File: src/rtl/mc_ctrl.sv
// mc_ctrl: multi-cycle control unit for the MIPS datapath.
//   It decodes op/funct from the IR and drives the ALU operation code and
//   the operand selects. It resolves branches from the ALU compare flags.
//   It sequences the PC, IR, register-file and data-memory write enables.
// Ports:
//   clk, rst_n          clock, asynchronous active-low reset
//   op, funct           IR[31:26], IR[5:0]
//   zero, big, smal     ALU flags (A==B, A>B, A<B signed); used only in BR
//   ALUop               ALU operation code
//   alu_srca, alu_srcb  ALU operand selects
//   ext_op              immediate extension mode
//   i_or_d              memory address select
//   pc_wr, ir_wr,
//   rf_wr, dm_wr        write enables
//   pc_src, reg_dst,
//   wd_sel              next-PC / destination / write-data selects
//   illegal             one-cycle pulse on an undecodable instruction
//
// state | meaning
// IDLE  | post-reset idle, no writes
// FETCH | read instruction into IR, PC <= PC+4
// DCD   | decode, ALUOut <= branch target
// MA    | memory address calculation (lw/sw)
// MR    | memory read (lw)
// MWB   | MDR to register file (lw)
// MW    | memory write (sw)
// EXE   | ALU operation (R-type / I-type ALU)
// AWB   | ALUOut to register file
// BR    | branch compare, conditional PC load
// JMP   | jump, jal also links $31
module mc_ctrl (
  input  logic       clk,
  input  logic       rst_n,
  input  logic [5:0] op,
  input  logic [5:0] funct,
  input  logic       zero,
  input  logic       big,
  input  logic       smal,
  output logic [3:0] ALUop,
  output logic       alu_srca,
  output logic [1:0] alu_srcb,
  output logic [1:0] ext_op,
  output logic       i_or_d,
  output logic       pc_wr,
  output logic       ir_wr,
  output logic       rf_wr,
  output logic       dm_wr,
  output logic [1:0] pc_src,
  output logic [1:0] reg_dst,
  output logic [1:0] wd_sel,
  output logic       illegal
);

  typedef enum logic [3:0] {
    S_IDLE, S_FETCH, S_DCD, S_MA, S_MR, S_MWB, S_MW, S_EXE, S_AWB, S_BR, S_JMP
  } state_t;

  localparam logic [5:0] OP_RTYPE = 6'b000000;
  localparam logic [5:0] OP_ADDIU = 6'b001001;
  localparam logic [5:0] OP_ORI   = 6'b001101;
  localparam logic [5:0] OP_LUI   = 6'b001111;
  localparam logic [5:0] OP_LW    = 6'b100011;
  localparam logic [5:0] OP_SW    = 6'b101011;
  localparam logic [5:0] OP_BEQ   = 6'b000100;
  localparam logic [5:0] OP_BNE   = 6'b000101;
  localparam logic [5:0] OP_BLEZ  = 6'b000110;
  localparam logic [5:0] OP_BGTZ  = 6'b000111;
  localparam logic [5:0] OP_J     = 6'b000010;
  localparam logic [5:0] OP_JAL   = 6'b000011;

  localparam logic [3:0] ALU_ADD = 4'b0010;
  localparam logic [3:0] ALU_SUB = 4'b0000;
  localparam logic [3:0] ALU_OR  = 4'b0001;
  localparam logic [3:0] ALU_AND = 4'b1001;
  localparam logic [3:0] ALU_XOR = 4'b1010;
  localparam logic [3:0] ALU_SLT = 4'b1100;

  state_t state, next_state;

  logic       r_ok;
  logic [3:0] r_aluop;
  logic       is_rtype;
  logic       br_taken;
  // smal carries no information beyond zero/big for the supported branches
  logic       unused_flags;

  assign unused_flags = smal;
  assign is_rtype     = (op == OP_RTYPE);

  always_comb begin
    r_ok    = 1'b1;
    r_aluop = ALU_ADD;
    case (funct)
      6'b100001: r_aluop = ALU_ADD;
      6'b100011: r_aluop = ALU_SUB;
      6'b100100: r_aluop = ALU_AND;
      6'b100101: r_aluop = ALU_OR;
      6'b100110: r_aluop = ALU_XOR;
      6'b101010: r_aluop = ALU_SLT;
      default:   r_ok    = 1'b0;
    endcase
  end

  always_comb begin
    br_taken = 1'b0;
    case (op)
      OP_BEQ:  br_taken = zero;
      OP_BNE:  br_taken = !zero;
      OP_BGTZ: br_taken = big;
      OP_BLEZ: br_taken = !big;
      default: br_taken = 1'b0;
    endcase
  end

  always_ff @(posedge clk or negedge rst_n) begin
    if (!rst_n) state <= S_IDLE;
    else        state <= next_state;
  end

  always_comb begin
    next_state = S_FETCH;
    ALUop      = ALU_ADD;
    alu_srca   = 1'b0;
    alu_srcb   = 2'b00;
    ext_op     = 2'b00;
    i_or_d     = 1'b0;
    pc_wr      = 1'b0;
    ir_wr      = 1'b0;
    rf_wr      = 1'b0;
    dm_wr      = 1'b0;
    pc_src     = 2'b00;
    reg_dst    = 2'b00;
    wd_sel     = 2'b00;
    illegal    = 1'b0;

    case (state)
      S_IDLE: next_state = S_FETCH;

      S_FETCH: begin
        ir_wr      = 1'b1;
        alu_srcb   = 2'b01;
        pc_wr      = 1'b1;
        next_state = S_DCD;
      end

      S_DCD: begin
        alu_srcb = 2'b11;
        ext_op   = 2'b01;
        case (op)
          OP_LW, OP_SW:                  next_state = S_MA;
          OP_ADDIU, OP_ORI, OP_LUI:      next_state = S_EXE;
          OP_BEQ, OP_BNE, OP_BLEZ, OP_BGTZ: next_state = S_BR;
          OP_J, OP_JAL:                  next_state = S_JMP;
          OP_RTYPE: begin
            if (r_ok) next_state = S_EXE;
            else      illegal    = 1'b1;
          end
          default: illegal = 1'b1;
        endcase
      end

      S_MA: begin
        alu_srca   = 1'b1;
        alu_srcb   = 2'b10;
        ext_op     = 2'b01;
        next_state = (op == OP_SW) ? S_MW : S_MR;
      end

      S_MR: begin
        i_or_d     = 1'b1;
        next_state = S_MWB;
      end

      S_MWB: begin
        rf_wr  = 1'b1;
        wd_sel = 2'b01;
      end

      S_MW: begin
        i_or_d = 1'b1;
        dm_wr  = 1'b1;
      end

      S_EXE: begin
        alu_srca   = 1'b1;
        next_state = S_AWB;
        if (is_rtype) begin
          alu_srcb = 2'b00;
          ALUop    = r_aluop;
        end else begin
          alu_srcb = 2'b10;
          case (op)
            OP_ORI: begin
              ext_op = 2'b00;
              ALUop  = ALU_OR;
            end
            // rs is $0, so or-ing passes imm<<16 straight through
            OP_LUI: begin
              ext_op = 2'b10;
              ALUop  = ALU_OR;
            end
            default: begin
              ext_op = 2'b01;
              ALUop  = ALU_ADD;
            end
          endcase
        end
      end

      S_AWB: begin
        rf_wr   = 1'b1;
        reg_dst = is_rtype ? 2'b01 : 2'b00;
      end

      S_BR: begin
        alu_srca = 1'b1;
        ALUop    = ALU_SUB;
        pc_src   = 2'b01;
        pc_wr    = br_taken;
      end

      S_JMP: begin
        pc_wr  = 1'b1;
        pc_src = 2'b10;
        // PC was already advanced in FETCH, so it holds the link address
        if (op == OP_JAL) begin
          rf_wr   = 1'b1;
          reg_dst = 2'b10;
          wd_sel  = 2'b10;
        end
      end

      default: next_state = S_IDLE;
    endcase
  end

endmodule

File: config.mk
export PLATFORM = sky130hd
export DESIGN_NAME = mc_ctrl
export DESIGN_NICKNAME = d
export VERILOG_FILES = /design/src/rtl/mc_ctrl.sv
export SDC_FILE = /design/constraint.sdc
export NUM_CORES = 1
export LEC_CHECK = 0
export ABC_AREA = 1
export CAP_MARGIN = 15
export CORE_MARGIN = 3
export CORE_UTILIZATION = 40
export DETAILED_ROUTE_END_ITERATION = 16
export PLACE_DENSITY_LB_ADDON = 0.08
export SYNTH_ARGS = -nofsm -noshare
export SYNTH_HDL_FRONTEND = slang
export SYNTH_SLANG_ARGS = --single-unit
File: constraint.sdc
create_clock -name clk -period 2.78 [get_ports clk]
set_input_delay 0.556 -clock clk [delete_from_list [all_inputs] [get_ports clk]]
set_output_delay 0.556 -clock clk [all_outputs]
set_load 0.02 [all_outputs]
* After elaboration in Yosys (flattened, before gate mapping)
Index checks and enable logic that the tools add are counted.
** Cells by class
- Reduce and logical (&&, ||, !) cells :: 17
- Multiplexer cells :: 30
- Eq/ne operators :: 27
** Operator list (number)
- 6-bit equality test (second input constant) :: 8
- 4-bit case mux with 5 select lines :: 2
- 6-bit by 3-bit equality test with 1-bit output (second input constant) :: 4
- 4-bit case mux with 6 select lines :: 1
- 2-bit case mux with 2 select lines :: 5
- 6-bit by 4-bit equality test with 1-bit output (second input constant) :: 3
- 4-bit by 3-bit equality test with 1-bit output (second input constant) :: 4
- 2-bit OR reduction :: 7
- 4-bit equality test (second input constant) :: 3
- 6-bit by 2-bit equality test with 1-bit output (second input constant) :: 2
- 6-bit OR reduction :: 2
- 11-bit OR reduction :: 1
- 2-bit 2-to-1 mux :: 5
- 1-bit 2-to-1 mux :: 9
- 4-bit by 2-bit equality test with 1-bit output (second input constant) :: 2
- 2-bit case mux with 4 select lines :: 1
- 4-bit case mux with 2 select lines :: 1
- 6-bit zero test :: 1
- 1-bit case mux with 2 select lines :: 3
- 3-bit OR reduction :: 2
- 4-bit by 1-bit equality test with 1-bit output (second input constant) :: 1
- 4-bit zero test :: 1
- 4-bit 2-to-1 mux :: 1
- 1-bit case mux with 4 select lines :: 1
- other kinds (3) :: 4
** Storage, ports and cells
- Logic and storage cells :: 75
- Register bits :: 4

* Longest topological paths before layout
- Word-level depth :: 6
- Depth in mapped cells :: 9

* Worst setup path after synthesis
OpenSTA, ideal clock, no wires.
- Path type :: in2out
- From :: in op[4]
- To :: out reg_dst[1]
- Cell stages on the path :: 3
- Path buffers :: 0
- Data required time :: 2.224 ns
- Arrival time :: 1.493 ns
- Path slack :: 0.731 ns
- Cell sequence :: nor2_2 nand2_2 nor4_1
** Between the ends
- Cells in the longest elaborated chain, start to end :: 3
** RTL lines
- start: declaration :: line 34 : input logic [5:0] op,
- 6-bit by 2-bit equality test with 1-bit output :: line 226 : if (op == OP_JAL) begin
- 2-bit 2-to-1 mux :: line 226
- 2-bit case mux with 2 select lines :: line 136 : case (state)
- end: declaration :: line 49 : output logic [1:0] reg_dst,
No other way between the ends.

* Final worst setup path
- From :: in op[1]
- To :: out ALUop[3]
** Between the ends
- Cells in the longest elaborated chain, start to end :: 3
** RTL lines
- 6-bit zero test :: line 88 : assign is_rtype = (op == OP_RTYPE);
- 4-bit 2-to-1 mux :: line 187 : if (is_rtype) begin
- 4-bit case mux with 2 select lines :: line 136
- end: declaration :: line 39 : output logic [3:0] ALUop,
No other way between the ends.

==> metrics.txt <==
Seq pwr share=between 10% and 20%; Crit Path Category=input port to output pin; Mapped Cells=126; synth unique cells=22; Die X=46.8 µm; row count=14; CP delay by family, top=buffers and inverters; TritonCTS clock tree=yes; initial antenna violation count=0; switching power=between 300 and 400 µW; R2R Setup Slk=about 1.6 ns; critical path's most frequent cell=nor2_1; Hold Violations, Final=0; RSZ-0062 raised after global routing=no; grt total ovfl=0; Final Non-Filler Cells=197; Logic pwr share=just over 70%; Total Wirelength=2170 µm; number of flip-flops in the largest register=4; clock sinks=4; crit-path max FO=6; fmax=around 0.38 GHz; sw frac=between 50% and 60%; drt pass-1 iters=5; worst slew pin tran=~0.24 ns; core area=roughly 0.0015 mm²; Slowest-stage cell, CP=clkdlybuf4s50_1; Power Total=630 µW; Req. time, crit path=between 2 and 2.5 ns; Initial Utilization=a little over two fifths; Synth warnings=0; Post-Place Cells=194; hpwl dp=between 1500 and 2000 µm; antenna fix cells=0; die area=roughly 0.0022 mm²; max-capacitance violation count=0; Max IR drop VDD=around 0.51 mV; Post-CTS Setup Bufs=0; worst rel slew slack=approximately 84%; gpl congestion=~0.87; H-tree depth=1; Largest Register=state; maximum clock path buffer count=2; Fillers=~130; Mapped Nets=approximately 140; final slew viol count=0; skew final=~0.0063 ns; initial DRC count=21; Clk pwr share=about 11%; setup violators final=0; Seq/Total Area, Yosys=15.0%; Tmin final=roughly 2.6 ns; Post-Syn Area=roughly 670 µm²; Power Dens Cells=roughly 540 mW/mm²; first-pass GRT wire length=approximately 3400 µm; most common cell after layout, fill and taps aside=nand2_1; Port Buffers=36; vias in the first global route=869; critical-path cell list=clkdlybuf4s50_1 > nor2_1 > nand3_2 > nor2_1 > inv_1 > a21oi_1 > clkdlybuf4s15_1; # IOs=38; GRT Total Usage=around 20%; #FFs+latches synth=4; vias per cell=between 4 and 5; Bufs and invs on worst path=3; Via Count=approximately 960; data arrival time of the worst path=between 2 and 2.5 ns; part of the cycle the worst path needs=between 90% and 100%; Register Area=~100 µm²; Residual DRC=0; pin count of the biggest net entering global routing=8; share of layout cells above drive strength 1=approximately 17%; # hold bufs at CTS=0; area grow syn2layout=75.8%; CTS Root Cell=clkbuf_4; multi-input logic area=between 400 and 500 µm²; clk_lat worst skew=0.23 ns; Worst-path clk slew=approximately 0.040 ns; CTS buffer count=3; wire per inst=between 10 and 15 µm; most frequent cells in the layout=nand2_1, inv_1, clkdlybuf4s50_1; worst min path class=input port to asynchronous set/reset pin; synthesized area per cell=5.29 µm²; Routed Antenna Nets=0; max incr delay on CP=0.51 ns; Top Registers=state (4); Pint=approximately 310 µW; Worst setup EP type=output pin; chip height=~47 µm; Nets=200; CP startpoint kind=input port; status=finished clean; Lkg Pwr=0.000664 µW
==> what timing repair did <==
action / in CTS / in global routing
setup endpoints to repair: 13 / 2
pin swaps: 0 / 0
resized for setup: 14 / 3
==> area by class of cell <==
cell class,count,share of cell area (%)
clock buffer,3,1.92
inverter,26,8.32
multi-input combinational,95,39.5
sequential,4,8.54
tap,16,1.71
timing repair buffer,53,40.0
==> synth_stat cells, drive strengths merged <==
cell   number  share of area, %
nor3b       1               1.9
a21oi       2               1.5
nor2       23                13
nand3       9               8.3
buf         1               1.7
o21a        1               1.1
nand2      41                24
dfrtp       4                15
nor4        2               4.1
or2         1              0.94
nor3        5               4.5
nand4       1              0.94
o21ai       5               3.8
xnor2       1               1.3
inv        26                15
o22ai       3               2.8
==> power groups by stage <==
stage          logic (µW)  registers, µW  clock network (µW)
6_report              456            103                70.2
3_3_place_gp          469            103                   0
3_5_place_dp          473            103                   0
2_1_floorplan         265           98.7                   0
5_1_grt               494            107                75.7
4_1_cts               455            103                71.8
==> per-layer routing <==
layer  vias up  wire length [µm]  global-route usage, %
li1        505                 -                      -
met1       421               896                   25.3
met2        37              1140                   38.5
met3         0               132                   1.53
met4         0                 0                   2.76
met5         -                 0                      0
==> final timing paths <==
check                          from        to  depth (start not counted)
max reg2reg                state[3]  state[0]                          4
min                           rst_n  state[1]                          1
max in group asynchronous     rst_n  state[3]                          1
max                           op[1]  ALUop[3]                          7
min reg2reg                state[2]  state[0]                          3
min in group clk           state[2]  state[0]                          3
==> logic make-up (layout without fill, tap and decap cells) <==
kind of cell / count (synthesis) / count (layout) / synth area share [%]
xor gates and xnor gates: 1 / 1 / 1.31
DFF: 4 / 4 / 15.0
buffers and inverters: 27 / 82 / 16.3
and+or+nand+nor: 83 / 83 / 58.2
AOI/OAI and AO/OA: 11 / 11 / 9.19
==> metrics by stage <==
step | hold slack, ns | TNS [ns] | setup WS, ns | instance area (µm²) | utilization (%)
2_1_floorplan | 0.260 | 0 | 0.731 | 667 | -
3_3_place_gp | 0.629 | -0.670 | -0.0957 | 1160 | 75.5
3_5_place_dp | 0.635 | -1.33 | -0.205 | 1160 | 75.5
4_1_cts | 0.526 | 0 | 0.0794 | 1170 | 76.2
5_1_grt | 0.530 | 0 | 0.0118 | 1170 | 76.1
6_report | 0.528 | 0 | 0.133 | 1170 | 76.1
(Power assumes the default switching activity.)
